File: config.mk
export PLATFORM = sky130hd
export DESIGN_NAME = draw_sequencer_flat
export DESIGN_NICKNAME = d
export VERILOG_FILES = /design/src/rtl/draw_sequencer_pkg.sv /design/src/rtl/draw_sequencer_if.sv /design/src/rtl/draw_sequencer_plot_clip_reg.sv /design/src/rtl/draw_sequencer.sv /design/src/flat_wrapper.sv
export SDC_FILE = /design/constraint.sdc
export NUM_CORES = 1
export LEC_CHECK = 0
export ABC_AREA = 1
export CORE_ASPECT_RATIO = 2
export CORE_MARGIN = 4
export CORE_UTILIZATION = 30
export DETAILED_ROUTE_END_ITERATION = 6
export PLACE_DENSITY_LB_ADDON = 0.25
export SLEW_MARGIN = 20
export SYNTH_ARGS = -nofsm -noshare
export SYNTH_HDL_FRONTEND = slang
export SYNTH_SLANG_ARGS = --single-unit
File: constraint.sdc
create_clock -name clk -period 5.4 [get_ports clk]
set_input_delay 0.81 -clock clk [delete_from_list [all_inputs] [get_ports clk]]
set_output_delay 0.81 -clock clk [all_outputs]
set_load 0.1 [all_outputs]
File: src/rtl/draw_sequencer_pkg.sv
// Shared types and geometry constants for the drawing sequencer slice.
package draw_pkg;

  localparam int unsigned SCREEN_W_DEF = 160;
  localparam int unsigned SCREEN_H_DEF = 120;
  localparam int X_W = 8;
  localparam int Y_W = 7;
  localparam int C_W = 3;

  typedef enum logic [2:0] {
    IDLE,
    CLEAR,
    CLEAR_REL,
    DRAW,
    DRAW_REL,
    FINISH
  } seq_state_t;

  typedef enum logic [1:0] {
    SRC_NONE,
    SRC_FILL,
    SRC_DRAW
  } src_sel_t;

endpackage

File: src/rtl/draw_sequencer_if.sv
// Handshake and plot bus between the sequencer, the user, both drawers and the VGA adapter.
interface draw_sequencer_if;
  import draw_pkg::*;

  logic           start;
  logic           done;
  logic [C_W-1:0] clear_colour;

  logic           fill_start;
  logic [C_W-1:0] fill_colour;
  logic           fill_done;
  logic [X_W-1:0] fill_x;
  logic [Y_W-1:0] fill_y;
  logic [C_W-1:0] fill_vcolour;
  logic           fill_plot;

  logic           draw_start;
  logic           draw_done;
  logic [X_W-1:0] draw_x;
  logic [Y_W-1:0] draw_y;
  logic [C_W-1:0] draw_vcolour;
  logic           draw_plot;

  logic [X_W-1:0] vga_x;
  logic [Y_W-1:0] vga_y;
  logic [C_W-1:0] vga_colour;
  logic           vga_plot;

  // The sequencer side.
  modport master (
    input  start, clear_colour,
    input  fill_done, fill_x, fill_y, fill_vcolour, fill_plot,
    input  draw_done, draw_x, draw_y, draw_vcolour, draw_plot,
    output done, fill_start, fill_colour, draw_start,
    output vga_x, vga_y, vga_colour, vga_plot
  );

  // User, drawers and VGA adapter seen as one environment.
  modport slave (
    output start, clear_colour,
    output fill_done, fill_x, fill_y, fill_vcolour, fill_plot,
    output draw_done, draw_x, draw_y, draw_vcolour, draw_plot,
    input  done, fill_start, fill_colour, draw_start,
    input  vga_x, vga_y, vga_colour, vga_plot
  );

endinterface

File: src/rtl/draw_sequencer_plot_clip_reg.sv
// One-cycle registered plot mux: picks the active source, suppresses off-screen pixels.
module plot_clip_reg
  import draw_pkg::*;
#(
  parameter int unsigned SCREEN_W = SCREEN_W_DEF,
  parameter int unsigned SCREEN_H = SCREEN_H_DEF
) (
  input  logic           clk,
  input  logic           rst_n,
  input  src_sel_t       sel,
  input  logic [X_W-1:0] fill_x,
  input  logic [Y_W-1:0] fill_y,
  input  logic [C_W-1:0] fill_colour,
  input  logic           fill_plot,
  input  logic [X_W-1:0] draw_x,
  input  logic [Y_W-1:0] draw_y,
  input  logic [C_W-1:0] draw_colour,
  input  logic           draw_plot,
  output logic [X_W-1:0] vga_x,
  output logic [Y_W-1:0] vga_y,
  output logic [C_W-1:0] vga_colour,
  output logic           vga_plot
);

  logic [X_W-1:0] x_p0;
  logic [Y_W-1:0] y_p0;
  logic [C_W-1:0] colour_p0;
  logic           plot_p0;
  logic           vld_p0;

  logic [X_W-1:0] x_p1;
  logic [Y_W-1:0] y_p1;
  logic [C_W-1:0] colour_p1;
  logic           vld_p1;

  // Stage p0: source select and on-screen test.
  always_comb begin
    x_p0      = '0;
    y_p0      = '0;
    colour_p0 = '0;
    plot_p0   = 1'b0;
    case (sel)
      SRC_FILL: begin
        x_p0      = fill_x;
        y_p0      = fill_y;
        colour_p0 = fill_colour;
        plot_p0   = fill_plot;
      end
      SRC_DRAW: begin
        x_p0      = draw_x;
        y_p0      = draw_y;
        colour_p0 = draw_colour;
        plot_p0   = draw_plot;
      end
      default: ;
    endcase
  end

  assign vld_p0 = plot_p0 && (32'(x_p0) < SCREEN_W) && (32'(y_p0) < SCREEN_H);

  // Stage p1: coordinates only move on an accepted pixel.
  always_ff @(posedge clk or negedge rst_n) begin
    if (!rst_n) begin
      x_p1      <= '0;
      y_p1      <= '0;
      colour_p1 <= '0;
      vld_p1    <= 1'b0;
    end else begin
      vld_p1 <= vld_p0;
      if (vld_p0) begin
        x_p1      <= x_p0;
        y_p1      <= y_p0;
        colour_p1 <= colour_p0;
      end
    end
  end

  assign vga_x      = x_p1;
  assign vga_y      = y_p1;
  assign vga_colour = colour_p1;
  assign vga_plot   = vld_p1;

endmodule

File: src/rtl/draw_sequencer.sv
// Clear-then-draw sequencer with a registered, clipped plot port.
// Optional accepted-pixel counter enabled by DRAW_SEQUENCER_PIXCOUNT_EN.
module draw_sequencer
  import draw_pkg::*;
#(
  parameter int unsigned SCREEN_W = SCREEN_W_DEF,
  parameter int unsigned SCREEN_H = SCREEN_H_DEF
) (
  input  logic               clk,
  input  logic               rst_n,
  draw_sequencer_if.master   bus
`ifdef DRAW_SEQUENCER_PIXCOUNT_EN
  ,
  output logic [15:0]        pix_count
`endif
);

  seq_state_t state;
  src_sel_t   sel;

  assign bus.fill_colour = bus.clear_colour;

  // done only rises once start is seen high in FINISH; the return to IDLE
  // waits for that acknowledgement so an early start drop is not lost.
  always_ff @(posedge clk or negedge rst_n) begin
    if (!rst_n) begin
      state          <= IDLE;
      bus.done       <= 1'b0;
      bus.fill_start <= 1'b0;
      bus.draw_start <= 1'b0;
    end else begin
      case (state)
        IDLE: begin
          if (bus.start) begin
            state          <= CLEAR;
            bus.fill_start <= 1'b1;
          end
        end
        CLEAR: begin
          if (bus.fill_done) begin
            state          <= CLEAR_REL;
            bus.fill_start <= 1'b0;
          end
        end
        CLEAR_REL: begin
          if (!bus.fill_done) begin
            state          <= DRAW;
            bus.draw_start <= 1'b1;
          end
        end
        DRAW: begin
          if (bus.draw_done) begin
            state          <= DRAW_REL;
            bus.draw_start <= 1'b0;
          end
        end
        DRAW_REL: begin
          if (!bus.draw_done) begin
            state    <= FINISH;
            bus.done <= bus.start;
          end
        end
        FINISH: begin
          if (bus.done && !bus.start) begin
            state    <= IDLE;
            bus.done <= 1'b0;
          end else begin
            bus.done <= bus.start;
          end
        end
        default: begin
          state          <= IDLE;
          bus.done       <= 1'b0;
          bus.fill_start <= 1'b0;
          bus.draw_start <= 1'b0;
        end
      endcase
    end
  end

  always_comb begin
    sel = SRC_NONE;
    case (state)
      CLEAR, CLEAR_REL: sel = SRC_FILL;
      DRAW, DRAW_REL:   sel = SRC_DRAW;
      default:          sel = SRC_NONE;
    endcase
  end

  plot_clip_reg #(
    .SCREEN_W (SCREEN_W),
    .SCREEN_H (SCREEN_H)
  ) u_plot (
    .clk         (clk),
    .rst_n       (rst_n),
    .sel         (sel),
    .fill_x      (bus.fill_x),
    .fill_y      (bus.fill_y),
    .fill_colour (bus.fill_vcolour),
    .fill_plot   (bus.fill_plot),
    .draw_x      (bus.draw_x),
    .draw_y      (bus.draw_y),
    .draw_colour (bus.draw_vcolour),
    .draw_plot   (bus.draw_plot),
    .vga_x       (bus.vga_x),
    .vga_y       (bus.vga_y),
    .vga_colour  (bus.vga_colour),
    .vga_plot    (bus.vga_plot)
  );

`ifdef DRAW_SEQUENCER_PIXCOUNT_EN
  function automatic logic [15:0] sat_inc(input logic [15:0] v);
    return (v == 16'hFFFF) ? v : v + 16'd1;
  endfunction

  always_ff @(posedge clk or negedge rst_n) begin
    if (!rst_n) begin
      pix_count <= '0;
    end else if (state == IDLE && bus.start) begin
      pix_count <= '0;
    end else if (bus.vga_plot) begin
      pix_count <= sat_inc(pix_count);
    end
  end
`endif

endmodule

File: src/flat_wrapper.sv
// flat-port wrapper written by rule: the top's interface ports become plain ports
module draw_sequencer_flat import draw_pkg::*;
#(
  parameter int unsigned SCREEN_W = SCREEN_W_DEF,
  parameter int unsigned SCREEN_H = SCREEN_H_DEF
)
  (clk, rst_n, bus_start, bus_clear_colour, bus_fill_done, bus_fill_x, bus_fill_y, bus_fill_vcolour, bus_fill_plot, bus_draw_done, bus_draw_x, bus_draw_y, bus_draw_vcolour, bus_draw_plot, bus_done, bus_fill_start, bus_fill_colour, bus_draw_start, bus_vga_x, bus_vga_y, bus_vga_colour, bus_vga_plot);
  draw_sequencer_if bus_i ();
  input  logic clk;
  input  logic rst_n;
  input wire logic [$bits(bus_i.start)-1:0] bus_start;
  input wire logic [$bits(bus_i.clear_colour)-1:0] bus_clear_colour;
  input wire logic [$bits(bus_i.fill_done)-1:0] bus_fill_done;
  input wire logic [$bits(bus_i.fill_x)-1:0] bus_fill_x;
  input wire logic [$bits(bus_i.fill_y)-1:0] bus_fill_y;
  input wire logic [$bits(bus_i.fill_vcolour)-1:0] bus_fill_vcolour;
  input wire logic [$bits(bus_i.fill_plot)-1:0] bus_fill_plot;
  input wire logic [$bits(bus_i.draw_done)-1:0] bus_draw_done;
  input wire logic [$bits(bus_i.draw_x)-1:0] bus_draw_x;
  input wire logic [$bits(bus_i.draw_y)-1:0] bus_draw_y;
  input wire logic [$bits(bus_i.draw_vcolour)-1:0] bus_draw_vcolour;
  input wire logic [$bits(bus_i.draw_plot)-1:0] bus_draw_plot;
  output wire logic [$bits(bus_i.done)-1:0] bus_done;
  output wire logic [$bits(bus_i.fill_start)-1:0] bus_fill_start;
  output wire logic [$bits(bus_i.fill_colour)-1:0] bus_fill_colour;
  output wire logic [$bits(bus_i.draw_start)-1:0] bus_draw_start;
  output wire logic [$bits(bus_i.vga_x)-1:0] bus_vga_x;
  output wire logic [$bits(bus_i.vga_y)-1:0] bus_vga_y;
  output wire logic [$bits(bus_i.vga_colour)-1:0] bus_vga_colour;
  output wire logic [$bits(bus_i.vga_plot)-1:0] bus_vga_plot;
  assign bus_i.start = bus_start;
  assign bus_i.clear_colour = bus_clear_colour;
  assign bus_i.fill_done = bus_fill_done;
  assign bus_i.fill_x = bus_fill_x;
  assign bus_i.fill_y = bus_fill_y;
  assign bus_i.fill_vcolour = bus_fill_vcolour;
  assign bus_i.fill_plot = bus_fill_plot;
  assign bus_i.draw_done = bus_draw_done;
  assign bus_i.draw_x = bus_draw_x;
  assign bus_i.draw_y = bus_draw_y;
  assign bus_i.draw_vcolour = bus_draw_vcolour;
  assign bus_i.draw_plot = bus_draw_plot;
  assign bus_done = bus_i.done;
  assign bus_fill_start = bus_i.fill_start;
  assign bus_fill_colour = bus_i.fill_colour;
  assign bus_draw_start = bus_i.draw_start;
  assign bus_vga_x = bus_i.vga_x;
  assign bus_vga_y = bus_i.vga_y;
  assign bus_vga_colour = bus_i.vga_colour;
  assign bus_vga_plot = bus_i.vga_plot;
  draw_sequencer #(.SCREEN_W(SCREEN_W), .SCREEN_H(SCREEN_H)) u_core (.clk(clk), .rst_n(rst_n), .bus(bus_i));
endmodule
### After elaboration in Yosys (flattened, before gate mapping)

Index checks and enable logic that the tools add are counted.

| word-level totals | value |
|---|---|
| memories | 0 |
| output and inout port bits | 25 |
| ROM bits | 0 |
| memory bits (writable) | 0 |
| bits in latches | 0 |
| register bits | 25 |
| bits of input ports | 46 |

| operators by class | value |
|---|---|
| divide/modulo/power cells | 0 |
| reduce and logical (&&, ||, !) cells | 14 |
| bitwise gates (word level) | 3 |
| multiply operators | 0 |
| $lt $le $gt $ge | 2 |
| add/sub/neg operators | 0 |
| mux-type cells | 21 |
| shift operators | 0 |
| equal/unequal tests | 13 |

Operators by type and width:

| cell | number |
|---|---|
| 2-to-1 mux 3 bit | 6 |
| case mux 3 bit (6 select lines) | 1 |
| case mux 8 bit (2 select lines) | 1 |
| case mux 7 bit (2 select lines) | 1 |
| OR reduction 4 bit | 3 |
| inequality test 2 bit, second input constant | 5 |
| case mux 1 bit (3 select lines) | 3 |
| less-than comparator 8 bit, second input constant | 1 |
| less-than comparator 7 bit, second input constant | 1 |
| == test 3 x 2 -> 1 bit, second input constant | 2 |
| == test 3 bit, second input constant | 2 |
| 2-to-1 mux 1 bit | 6 |
| case mux 3 bit (2 select lines) | 1 |
| AND reduction 3 bit | 2 |
| AND reduction 6 bit | 1 |
| case mux 2 bit (2 select lines) | 1 |
| OR reduction 2 bit | 2 |
| == test 3 x 1 -> 1 bit, second input constant | 1 |
| logical AND 1 bit | 3 |
| logical NOT 3 bit | 1 |
| inverter 1 bit | 3 |
| == test 2 x 1 -> 1 bit, second input constant | 1 |
| == test 2 bit, second input constant | 1 |
| inequality test 2 x 1 -> 1 bit, second input constant | 1 |
| other kinds (3) | 3 |

### Depth between registers and ports, before layout

| depth | value |
|---|---|
| depth in word-level cells | 8 |
| mapped depth | 16 |

### Cells and area by module

Synthesis repeated with hierarchy kept, for this count alone.

| unflattened totals | value |
|---|---|
| cell total of the unflattened synthesis | 223 |
| area, all modules | 1592.8 um2 |

Modules (own cells, without submodules):

| module | area an instance (um2) | instances | cells an instance | seq. area each (um2) |
|---|---|---|---|---|
| plot_clip_reg | 1177.4 | 1 | 165 | 475.5 |
| draw_sequencer | 415.4 | 1 | 58 | 150.1 |

### Least setup slack after synthesis

OpenSTA, ideal clock, no wires.

| path | value |
|---|---|
| kind | reg2reg |
| start | register u_core.state[0] |
| end | register u_core.u_plot.colour_p1[1], in the netlist u_core.u_plot.vga_colour[1] |
| period minus slack after synthesis | 2.090 ns |
| cell stages (with the launch flop) | 16 |
| buffers on the path | 3 |
| slack | 3.310 ns |
| library setup time | 0.121 ns |
| arrival | 1.969 ns |
| required time | 5.279 ns |
| cells stage by stage | dfrtp_1 buf_2 nor2_1 nand2_1 nand2_1 inv_1 ha_1 buf_4 inv_1 nand2_1 nand2_1 nand2_4 nand3_4 buf_8 nand2_2 nand2_1 |

| between the ends | value |
|---|---|
| longest elaborated chain between the ends | 8 |
| elaborated cells on any way between the ends | 17 |

RTL lines:

| what | line | text |
|---|---|---|
| start, declared | draw_sequencer.sv:18 | `seq_state_t state;` |
| start signal, assigned | draw_sequencer.sv:27 | `state <= IDLE;` |
| start signal, assigned | draw_sequencer.sv:35 | `state <= CLEAR;` |
| start signal, assigned | draw_sequencer.sv:41 | `state <= CLEAR_REL;` |
| == test 3 x 2 -> 1 bit (tied with other cells) | draw_sequencer.sv:83 | `case (state)` |
| OR reduction 2 bit | draw_sequencer.sv:83 |  |
| case mux 2 bit (2 select lines) (*) | draw_sequencer.sv:83 |  |
| == test 2 bit / == test 2 x 1 -> 1 bit (equally long branches) | draw_sequencer_plot_clip_reg.sv:42 | `case (sel)` |
| case mux 8 bit (2 select lines) | draw_sequencer_plot_clip_reg.sv:42 |  |
| less-than comparator 8 bit | draw_sequencer_plot_clip_reg.sv:59 | `assign vld_p0 = plot_p0 && (32'(x_p0) < SCREEN_W) && (32'(y_p0) < SCREEN_H);` |
| logical AND 1 bit (2 in series) | draw_sequencer_plot_clip_reg.sv:59 |  |
| end signal, assigned | draw_sequencer_plot_clip_reg.sv:73 | `colour_p1 <= colour_p0;` |
| end, declared | draw_sequencer_plot_clip_reg.sv:33 | `logic [C_W-1:0] colour_p1;` |

Mark *: on every way between the ends. The rest lies on a longest branch, timed or not.
A chain may end at the register's enable or synchronous reset.

### Final worst setup path

| path | value |
|---|---|
| start | register u_core.state[1] |
| end | register u_core.u_plot.x_p1[6], in the netlist u_core.u_plot.vga_x[6] |

| between the ends | value |
|---|---|
| longest elaborated chain between the ends | 8 |
| elaborated cells on any way between the ends | 16 |

RTL lines:

| what | line | text |
|---|---|---|
| == test 3 x 2 -> 1 bit (tied with other cells) | draw_sequencer.sv:83 |  |
| OR reduction 2 bit | draw_sequencer.sv:83 |  |
| case mux 2 bit (2 select lines) (*) | draw_sequencer.sv:83 |  |
| == test 2 bit / == test 2 x 1 -> 1 bit (equally long branches) | draw_sequencer_plot_clip_reg.sv:42 |  |
| case mux 8 bit (2 select lines) | draw_sequencer_plot_clip_reg.sv:42 |  |
| less-than comparator 8 bit | draw_sequencer_plot_clip_reg.sv:59 |  |
| logical AND 1 bit (2 in series) | draw_sequencer_plot_clip_reg.sv:59 |  |
| end signal, assigned | draw_sequencer_plot_clip_reg.sv:71 | `x_p1 <= x_p0;` |
| end, declared | draw_sequencer_plot_clip_reg.sv:31 | `logic [X_W-1:0] x_p1;` |

Marked as above.

==> flow_summary.json <==
{
  "async_flop_share": 1.000,
  "synth_cells": 225,
  "syn_area_per_cell_um2": 7.140,
  "r2r_slack_ps": 2500,
  "synth_area_leaders": "dfrtp_1 39%, nand2_1 22%, nand4_1 7.4%",
  "area_growth_syn_to_layout_pct": 41.59,
  "avgViaCountPerCell": 4.775,
  "netlist.area_leader.share": 0.3894,
  "netlist-cell-type-count": 21,
  "die_y_um": 111.5,
  "maxCapViolations": 0,
  "post_cts_buffers": 0,
  "ys_ff_latch": 25,
  "drive_above_1_share": 0.07500,
  "place_congestion": 0.9082,
  "antenna_found_initial": 0,
  "worst_setup_path_start_kind": "flip-flop",
  "cts_tree": "built",
  "holdCritStartpoint": "u_core.u_plot.vga_y[5]",
  "cp-endpoint": "u_core.u_plot.vga_x[6]",
  "synth-seq-area-share": 0.3894,
  "grt_pass1_vias": 1596,
  "finalMaxSlewViolations": 0,
  "end_kind": "flip-flop",
  "placed_cells": 334,
  "cpMaxStageDelayCell": "ha_1",
  "worst_path_dominant_cell_family": "simple AND/OR/NAND/NOR gates",
  "worst_pin_slew_ps": 983.2,
  "synth_top_area_cell": "dfrtp_1",
  "design.core.area_um2": 5185,
  "overflow": 0,
  "fmax_mhz": 345.3,
  "reg2regPathDepth": 10,
  "maxSlewHeadroom": 0.3425,
  "firstDrtPassIters": 5,
  "numPortBuffers": 64,
  "cp_num_buf_inv": 1,
  "path_common_cell": "nand2_1",
  "nFillCells": 550,
  "finalNonFillerCells": 338,
  "ys.flop_type": "dfrtp_1",
  "yosys-top-cells-count": "95 x nand2_1, 25 x dfrtp_1, 19 x nand4_1",
  "cp_num_cells": 10,
  "cp-startpoint": "u_core.state[1]",
  "cts.path.max_buffers": 2,
  "clock_sinks": 25,
  "drt_iter0_drc": 45,
  "yosysWarnings": 0,
  "vias": 1614,
  "path_clk_slew_ps": 90,
  "dp_hpwl_um": 3642,
  "setup_tns_ps": 0,
  "ctsResizeCount": 0,
  "r2r-end": "u_core.u_plot.vga_x[6]",
  "rows": 37,
  "clockRootBuffer": "clkbuf_8",
  "h-tree-depth": 1,
  "synth_edf_count": 0,
  "syn_area_um2": 1607,
  "final_core_util": 0.4387,
  "diodes": 0,
  "syn-num-nets": 274,
  "fin_skew_ps": 2.812,
  "fin_ws_ps": 2504,
  "start_util": 0.3098,
  "drc_errors": 0,
  "wl_per_cell_um": 13.28,
  "cp_max_fo": 19,
  "required_ps": 5560,
  "die_x_um": 59.75,
  "cp_data_arrival_time_ps": 3060,
  "synth_most_common_cell": "nand2_1",
  "final_antenna_net_count": 0,
  "grt_first_pass_wirelength_um": 7369,
  "clk_latency_ps": 270,
  "pre_cts_ws_ps": 2505,
  "grtUsageTotal": 0.1417,
  "fin_crit_sh": 0.5363,
  "crit_chain": "inv_1, nor2_1, nand2_1, nand2_1, ha_1, nand2_1, a21oi_4, nand3_4, nand2_1, nand2_1",
  "cts.hold.buffers_added": 0,
  "rsz0062_at_grt": "no",
  "period_needed_ps": 2896,
  "dieArea_um2": 6661,
  "nNetsFinal": 330,
  "grt_max_degree": 26,
  "hold_viol": 0,
  "worstSetupPathType": "flip-flop to flip-flop",
  "regArea_um2": 625.6,
  "status": "finished, final reports clean",
  "cts_buffers": 3,
  "slowest_delay_ps": 600,
  "io_pins": 71,
  "drt_wl_total_um": 4487,
  "multi_input_area_um2": 818.3,
  "setup_viol": 0,
  "crit-reg2reg-launch": "u_core.state[1]",
  "min_path_type": "flip-flop to flip-flop"
}
final cells by class:
cell class                 count  area share
multi-input combinational    169      0.3597
sequential                    25      0.2750
clock inverter                 1    0.002200
tap                           58     0.03190
timing repair buffer          65      0.2849
clock buffer                   3     0.01815
inverter                      17     0.02805
cell families after synthesis:
kind of cell	Yosys count	share of synthesized area
simple gates	147	0.4182
buf+inv	31	0.1012
fa+ha+maj	3	0.02337
flops	25	0.3894
compound gates	19	0.06776
state kept, by name (all words and copies together) (netlist names):
signal and count:
u_core.u_plot.vga_plot 1, u_core.bus.fill_start 1, u_core.bus.draw_start 1, u_core.u_plot.vga_y 7, u_core.bus.done 1, u_core.u_plot.vga_x 8, u_core.state 3, u_core.u_plot.vga_colour 3
placed cells by master, fill, tap and decap left out, drive strengths merged:
master	netlist	layout
nand3	9	9
clkinv	0	1
buf	12	1
nand3b	1	1
nor2	11	11
ha	3	3
inv	17	17
o21ai	4	4
clkdlybuf4s50	0	64
nand4	19	19
dfrtp	25	25
clkbuf	2	3
a21oi	14	14
nand2	107	107
o21bai	1	1
through the flow:
| stage | instance area, um^2 | hold WS [ps] |
|---|---|---|
| after floorplan | 1607 | 514.4 |
| after global placement | 2228 | 459.5 |
| after detailed placement | 2228 | 462.5 |
| after CTS | 2275 | 484.3 |
| after global routing | 2275 | 510.6 |
| final | 2275 | 478.0 |
worst min-delay path by stage:
stage | endpoint | slack, ps | depth (start not counted)
after floorplan | u_core.bus.done | 510 | 0
after global placement | u_core.u_plot.vga_x[3] | 460 | 2
after detailed placement | u_core.u_plot.vga_y[5] | 460 | 2
after CTS | u_core.u_plot.vga_y[5] | 480 | 2
after global routing | u_core.u_plot.vga_y[5] | 510 | 2
final | u_core.u_plot.vga_y[5] | 480 | 2
worst reg2reg max path, stage by stage (launching register included):
cell and delay [ps]:
dfrtp_1 410, inv_1 110, nor2_1 290, nand2_1 90, nand2_1 90, ha_1 600
nand2_1 200, a21oi_4 490, nand3_4 320, nand2_1 140, nand2_1 50
metal layers:
layer / global-route usage / up-vias / share of wire
met4: 0.06361 / 0 / 0.029
met5: 0 / - / 0
met2: 0.2623 / 49 / 0.58
met1: 0.1518 / 726 / 0.36
li1: - / 829 / -
met3: 0.01276 / 10 / 0.035
Power is left out: the tool's default activity adds up to more than one toggle a clock period on the data nets, which glitch-free logic cannot reach.
